### config.mk
export PLATFORM = sky130hd
export DESIGN_NAME = z_writeback_unit_flat
export DESIGN_NICKNAME = d
export VERILOG_FILES = /design/src/rtl/z_writeback_unit_pkg.sv /design/src/rtl/z_writeback_unit_if.sv /design/src/rtl/z_writeback_unit_z_register.sv /design/src/rtl/z_writeback_unit.sv /design/src/flat_wrapper.sv
export SDC_FILE = /design/constraint.sdc
export NUM_CORES = 1
export LEC_CHECK = 0
export BUFFER_PORTS_ARGS = -buffer_cell sky130_fd_sc_hd__buf_2
export CELL_PAD_IN_SITES_DETAIL_PLACEMENT = 2
export CELL_PAD_IN_SITES_GLOBAL_PLACEMENT = 2
export CORE_MARGIN = 4
export CORE_UTILIZATION = 33
export CTS_CLUSTER_SIZE = 8
export DETAILED_ROUTE_END_ITERATION = 6
export PLACE_DENSITY_LB_ADDON = 0.1
export SYNTH_ARGS = -nofsm -noshare
export SYNTH_HDL_FRONTEND = slang
export SYNTH_SLANG_ARGS = --single-unit
### constraint.sdc
create_clock -name clock -period 6.4 [get_ports clock]
set_input_delay 1.6 -clock clock [delete_from_list [all_inputs] [get_ports clock]]
set_output_delay 1.6 -clock clock [all_outputs]
set_load 0.01 [all_outputs]
### src/rtl/z_writeback_unit_pkg.sv
// Shared definitions for the Z writeback unit: ALUControl opcodes, writeback
// destination codes and the beat-sequencing FSM state type.
package z_writeback_unit_pkg;

    localparam logic [3:0] OP_ADD  = 4'b0000;
    localparam logic [3:0] OP_SUB  = 4'b0001;
    localparam logic [3:0] OP_AND  = 4'b0010;
    localparam logic [3:0] OP_OR   = 4'b0011;
    localparam logic [3:0] OP_NOT  = 4'b0100;
    localparam logic [3:0] OP_NEG  = 4'b0101;
    localparam logic [3:0] OP_SHL  = 4'b0110;
    localparam logic [3:0] OP_MUL  = 4'b0111;
    localparam logic [3:0] OP_SHR  = 4'b1000;
    localparam logic [3:0] OP_SHRA = 4'b1001;
    localparam logic [3:0] OP_DIV  = 4'b1010;
    localparam logic [3:0] OP_ROL  = 4'b1011;
    localparam logic [3:0] OP_ROR  = 4'b1100;

    localparam logic [1:0] DEST_GPR = 2'b00;
    localparam logic [1:0] DEST_LO  = 2'b01;
    localparam logic [1:0] DEST_HI  = 2'b10;

    typedef enum logic [1:0] {
        S_IDLE     = 2'b00,
        S_BEAT_GPR = 2'b01,
        S_BEAT_LO  = 2'b10,
        S_BEAT_HI  = 2'b11
    } wb_state_t;

    // MUL and DIV produce a full-width result that needs a LO and a HI beat;
    // everything else, undefined codes included, is a single GPR beat.
    function automatic logic is_two_beat(input logic [3:0] op);
        return (op == OP_MUL) || (op == OP_DIV);
    endfunction

endpackage

### src/rtl/z_writeback_unit_if.sv
// ALU-result input and writeback output handshakes of the Z writeback unit.
// slave is the unit's view; master is the ALU/consumer side.
interface z_writeback_unit_if #(
    parameter int DATA_W = 32
);
    logic                  alu_valid;
    logic                  alu_ready;
    logic [3:0]            alu_op;
    logic [2*DATA_W-1:0]   alu_out;
    logic                  alu_zero;

    logic                  wb_valid;
    logic                  wb_ready;
    logic [DATA_W-1:0]     wb_data;
    logic [1:0]            wb_dest;

    modport master (
        output alu_valid, alu_op, alu_out, alu_zero, wb_ready,
        input  alu_ready, wb_valid, wb_data, wb_dest
    );

    modport slave (
        input  alu_valid, alu_op, alu_out, alu_zero, wb_ready,
        output alu_ready, wb_valid, wb_data, wb_dest
    );
endinterface

### src/rtl/z_writeback_unit_z_register.sv
// Z register pair plus captured Zero flag: a load-enabled 2*DATA_W register
// with asynchronous active-high clear.
module z_register #(
    parameter int DATA_W = 32
) (
    input  logic                clock,
    input  logic                clear,
    input  logic                i_load,
    input  logic [2*DATA_W-1:0] i_d,
    input  logic                i_zero,
    output logic [2*DATA_W-1:0] o_q,
    output logic                o_zero
);

    logic [2*DATA_W-1:0] r_z;
    logic                r_zero;

    // NOTE: sequential state uses non-blocking assignments so every register
    // samples pre-edge values regardless of block evaluation order.
    always_ff @(posedge clock or posedge clear) begin
        if (clear) begin
            r_z    <= '0;
            r_zero <= 1'b0;
        end else if (i_load) begin
            r_z    <= i_d;
            r_zero <= i_zero;
        end
    end

    assign o_q    = r_z;
    assign o_zero = r_zero;

endmodule

### src/rtl/z_writeback_unit.sv
// Captures ALU results into Z and sequences them onto the 32-bit writeback
// path: one GPR beat, or LO then HI beats for MUL/DIV.
module z_writeback_unit
    import z_writeback_unit_pkg::*;
#(
    parameter int DATA_W = 32,
    parameter int CNT_W  = 16
) (
    input  logic                clock,
    input  logic                clear,
    z_writeback_unit_if.slave   bus,
    output logic [DATA_W-1:0]   zhigh_q,
    output logic [DATA_W-1:0]   zlow_q,
    output logic                zero_q,
    output logic [CNT_W-1:0]    retired_cnt
);

    wb_state_t           r_state;
    logic                r_wb_valid;
    logic [DATA_W-1:0]   r_wb_data;
    logic [1:0]          r_wb_dest;
    logic [CNT_W-1:0]    r_retired_cnt;

    logic [2*DATA_W-1:0] w_z;
    logic                w_final_ack;
    logic                w_alu_ready;
    logic                w_accept;
    logic                w_two_beat;

    // Final beat completing frees the unit in the same edge, so a new result
    // can be accepted without a bubble.
    assign w_final_ack = bus.wb_ready && (r_state == S_BEAT_GPR || r_state == S_BEAT_HI);
    assign w_alu_ready = (r_state == S_IDLE) || w_final_ack;
    assign w_accept    = bus.alu_valid && w_alu_ready;
    assign w_two_beat  = is_two_beat(bus.alu_op);

    z_register #(.DATA_W(DATA_W)) u_z_register (
        .clock  (clock),
        .clear  (clear),
        .i_load (w_accept),
        .i_d    (bus.alu_out),
        .i_zero (bus.alu_zero),
        .o_q    (w_z),
        .o_zero (zero_q)
    );

    always_ff @(posedge clock or posedge clear) begin
        if (clear) begin
            r_state       <= S_IDLE;
            r_wb_valid    <= 1'b0;
            r_wb_data     <= '0;
            r_wb_dest     <= DEST_GPR;
            r_retired_cnt <= '0;
        end else begin
            unique case (r_state)
                S_IDLE: begin
                    if (w_accept) begin
                        r_state    <= w_two_beat ? S_BEAT_LO : S_BEAT_GPR;
                        r_wb_valid <= 1'b1;
                        r_wb_data  <= bus.alu_out[DATA_W-1:0];
                        r_wb_dest  <= w_two_beat ? DEST_LO : DEST_GPR;
                    end
                end
                S_BEAT_GPR, S_BEAT_HI: begin
                    if (bus.wb_ready) begin
                        r_retired_cnt <= r_retired_cnt + CNT_W'(1);
                        if (w_accept) begin
                            r_state    <= w_two_beat ? S_BEAT_LO : S_BEAT_GPR;
                            r_wb_data  <= bus.alu_out[DATA_W-1:0];
                            r_wb_dest  <= w_two_beat ? DEST_LO : DEST_GPR;
                        end else begin
                            r_state    <= S_IDLE;
                            r_wb_valid <= 1'b0;
                        end
                    end
                end
                S_BEAT_LO: begin
                    // Z was loaded on accept, so the high half is ready here.
                    if (bus.wb_ready) begin
                        r_state   <= S_BEAT_HI;
                        r_wb_data <= w_z[2*DATA_W-1:DATA_W];
                        r_wb_dest <= DEST_HI;
                    end
                end
                default: begin
                    r_state    <= S_IDLE;
                    r_wb_valid <= 1'b0;
                end
            endcase
        end
    end

    assign bus.alu_ready = w_alu_ready;
    assign bus.wb_valid  = r_wb_valid;
    assign bus.wb_data   = r_wb_data;
    assign bus.wb_dest   = r_wb_dest;

    assign zhigh_q     = w_z[2*DATA_W-1:DATA_W];
    assign zlow_q      = w_z[DATA_W-1:0];
    assign retired_cnt = r_retired_cnt;

endmodule
### src/flat_wrapper.sv
// flat-port wrapper written by rule: the top's interface ports become plain ports
module z_writeback_unit_flat import z_writeback_unit_pkg::*;
#(
    parameter int DATA_W = 32,
    parameter int CNT_W  = 16
)
  (clock, clear, zhigh_q, zlow_q, zero_q, retired_cnt, bus_alu_valid, bus_alu_op, bus_alu_out, bus_alu_zero, bus_wb_ready, bus_alu_ready, bus_wb_valid, bus_wb_data, bus_wb_dest);
  z_writeback_unit_if #(.DATA_W(DATA_W)) bus_i ();
  input  logic clock;
  input  logic clear;
  output logic [DATA_W-1:0] zhigh_q;
  output logic [DATA_W-1:0] zlow_q;
  output logic zero_q;
  output logic [CNT_W-1:0] retired_cnt;
  input wire logic [$bits(bus_i.alu_valid)-1:0] bus_alu_valid;
  input wire logic [$bits(bus_i.alu_op)-1:0] bus_alu_op;
  input wire logic [$bits(bus_i.alu_out)-1:0] bus_alu_out;
  input wire logic [$bits(bus_i.alu_zero)-1:0] bus_alu_zero;
  input wire logic [$bits(bus_i.wb_ready)-1:0] bus_wb_ready;
  output wire logic [$bits(bus_i.alu_ready)-1:0] bus_alu_ready;
  output wire logic [$bits(bus_i.wb_valid)-1:0] bus_wb_valid;
  output wire logic [$bits(bus_i.wb_data)-1:0] bus_wb_data;
  output wire logic [$bits(bus_i.wb_dest)-1:0] bus_wb_dest;
  assign bus_i.alu_valid = bus_alu_valid;
  assign bus_i.alu_op = bus_alu_op;
  assign bus_i.alu_out = bus_alu_out;
  assign bus_i.alu_zero = bus_alu_zero;
  assign bus_i.wb_ready = bus_wb_ready;
  assign bus_alu_ready = bus_i.alu_ready;
  assign bus_wb_valid = bus_i.wb_valid;
  assign bus_wb_data = bus_i.wb_data;
  assign bus_wb_dest = bus_i.wb_dest;
  z_writeback_unit #(.DATA_W(DATA_W), .CNT_W(CNT_W)) u_core (.clock(clock), .clear(clear), .bus(bus_i), .zhigh_q(zhigh_q), .zlow_q(zlow_q), .zero_q(zero_q), .retired_cnt(retired_cnt));
endmodule
==> impl_metrics.toml <==
[run_status]
outcome = "completed"

[grt]
track_usage_pct = 17.21
grt_first_pass_wirelength_um = 22070
overflow = 0
grt_pass1_vias = 4082
grt_start_max_net_pins = 74
antenna_found_initial = 3

[pwr]
p_total_w = 0.002885
irDropWorstVdd_v = 0.0001749
p_leak_nw = 3.346
power_density_nw_per_um2 = 435.1

[placed_design]
placed_cells = 723
placed_area_um2 = 5968
hpwl_um = 9841
pre_cts_ws_ns = 2.509
place_congestion = 0.7552
portBuffers = 189

[setup_path]
path_class = "input pin to primary output"
required_ns = 4.80
cp-end-kind = "primary output"
crit_arrival_ns = 2.18
cp-start-kind = "input pin"
worst-path-max-fanout = 7

[clocking]
clock-root-buffer = "clkbuf_16"
cts_setup_buffers = 0
cts.sinks = 118
clockBufferDepth = 2
cts_made_buffers = 17
cts_resized = 0
clk_latency_ns = 0.40
path_clk_slew_ns = 0.05
postCtsHoldBufs = 0
h-tree-depth = 4
cts_tree = "built"

[sta]
setup_tns_ns = 0
period_share_pct = 59.07
finalCriticalPeriod_ns = 3.780
worstMarginPinSlew_ns = 1.158
hold_viol = 0
slew_viol_final = 0
clock.fmax_mhz = 264.5
max_slew_margin_pct = 22.54
setup_ws_ns = 2.620
setup_violations = 0
fin_skew_ns = 0.006050
rsz0062_at_grt = "false"

[drt]
drtPass1Iterations = 4
wl_met1_um = 5397
ant_nets = 0
wl_met3_um = 1159
drt_wl_total_um = 13930
met2_length_um = 7052
drc = 0
drt_iter0_drc = 133
top_layer = "met5"
vias = 3601
wire_per_inst_um = 18.43
vias_per_cell = 4.763

[yosys]
netlist_area_um2 = 4871
netlist_instances = 365
yosysMostFrequentCell = "dfrtp_1"
synth_compound_area_share_pct = 4.752
ys_types = 30
synth.largest_area_cell = "dfrtp_1"
avgSynthCellArea_um2 = 13.34
synth_xor_area_share_pct = 2.851
yosys-top-cells-area = "dfrtp_1 (61%), mux2_2 (15%), mux2i_1 (6.8%)"
ys_warn_count = 0
synthSimpleGateAreaFrac_pct = 6.550
synthAdderAreaFrac_pct = 0.2569
synth_top_family_by_area = "multiplexers"
seq_area_frac_synth_pct = 60.62
synth_mux_area_share_pct = 22.04
synthArstFlopShare_pct = 100.0
synth_enable_flop_cells = 0
netlist.area_leader.share_pct = 60.62
synthFlopType = "dfrtp_1"
synth_common_cells = "dfrtp_1 (118), mux2_2 (66), nor2_1 (37)"
yosys_register_bits = 118
synth.net_count = 439

[floorplan]
top_level_ports = 190
std_cell_rows = 44
die_w_um = 129.5
die_area_um2 = 16770
start_util_pct = 33.64
core_um2 = 14480
die_y_um = 129.5

[worst_hold_path]
hold_path.class = "flip-flop to flip-flop"

[final_layout]
stdcell_count = 756
layout-drive-gt1-share_pct = 52.19
final_area_um2 = 6630
syn2layout_area_growth_pct = 36.12
fin_nets = 632

[job]
maxCapViolCount = 0
## final timing paths
check                      slack, ns                         startpoint  cells past startpoint                                       to
hold reg to reg                 0.48  u_core.bus.wb_dest[0]$_DFFE_PP0P_                      1        u_core.bus.wb_dest[0]$_DFFE_PP0P_
hold / removal                  0.48  u_core.bus.wb_dest[0]$_DFFE_PP0P_                      1        u_core.bus.wb_dest[0]$_DFFE_PP0P_
setup / recovery                2.62                       bus_wb_ready                      4                            bus_alu_ready
setup reg to reg                3.73      u_core.r_state[0]$_DFFE_PP0P_                      5  u_core.u_z_register.o_q[44]$_DFFE_PP0P_
max in group asynchronous       3.81                              clear                      3       u_core.bus.wb_data[22]$_DFFE_PP0P_
min in group asynchronous       1.42                              clear                      2  u_core.u_z_register.o_q[10]$_DFFE_PP0P_
## power by group
part	switching (W)	internal [W]	leakage, nW	total [W]
clock network	0.000326	0.000732	0.320	0.00106
logic	0.000375	0.000344	1.64	0.000719
registers	0.000152	0.000956	1.39	0.00111
total	0.000853	0.00203	3.35	0.00288
## worst max-delay path: stages
cell     delay [ns]
buf_2          0.14
nand2_1        0.14
o21ai_2        0.13
buf_2          0.16
## registers in the layout, indices dropped and copies added, names as in the netlist, named ones only
name / flops
u_core.bus.wb_data: 32
u_core.bus.wb_dest: 2
u_core.u_z_register.o_zero: 1
u_core.bus.wb_valid: 1
u_core.r_state: 1
u_core.u_z_register.o_q: 64
u_core.retired_cnt: 16
## metrics by stage
stage               hold WS, ns  utilization [%]
global placement         0.4611            41.22
detailed placement       0.4701            41.22
finish                   0.4805            45.79
floorplan                0.5100                -
CTS                      0.4820            45.77
global route             0.4885            45.79
## cells in the final DEF (no fill, tap or decap), types with 2 or more instances in the layout
cell type | Yosys | layout
a21o_1 | 2 | 2
a21oi_1 | 33 | 33
buf_2 | 12 | 189
buf_4 | 1 | 4
bufinv_16 | 0 | 5
clkbuf_1 | 1 | 3
clkbuf_16 | 0 | 17
clkbuf_8 | 0 | 4
clkinv_2 | 0 | 2
dfrtp_1 | 118 | 118
inv_1 | 4 | 3
mux2_2 | 66 | 66
mux2i_1 | 33 | 33
nand2_1 | 10 | 9
nand2b_1 | 3 | 2
nand3_1 | 7 | 7
nand4_1 | 3 | 3
nor2_1 | 37 | 37
o21ai_0 | 4 | 3
xnor2_1 | 10 | 10
xor2_1 | 4 | 4
## per-layer routing
layer	global-route usage, %	up-vias
met5	0	-
met4	7.213	4
met3	6.678	23
met2	28.99	121
met1	19.61	1800
li1	-	1653
## cells by family (layout without fill, tap and decap cells)
kind of cell	Yosys count	after routing
simple gates	66	66
xor+xnor	15	15
buf+inv	23	229
other cells	0	1
mux	99	99
flops	118	118
compound gates	43	43
fa+ha+maj	1	1
## layout make-up
type / instances / area, um2
clock buffers: 24 / 491.7
flip-flops and latches: 118 / 2953
well taps: 184 / 230.2
fillers: 1504 / 7849
diodes: 1 / 2.502
repair buffers: 193 / 975.9
clock inverters: 8 / 167.7
inverters: 4 / 17.52
multi-input cells: 224 / 1792
Note: power is estimated with default switching activity, not from simulation.
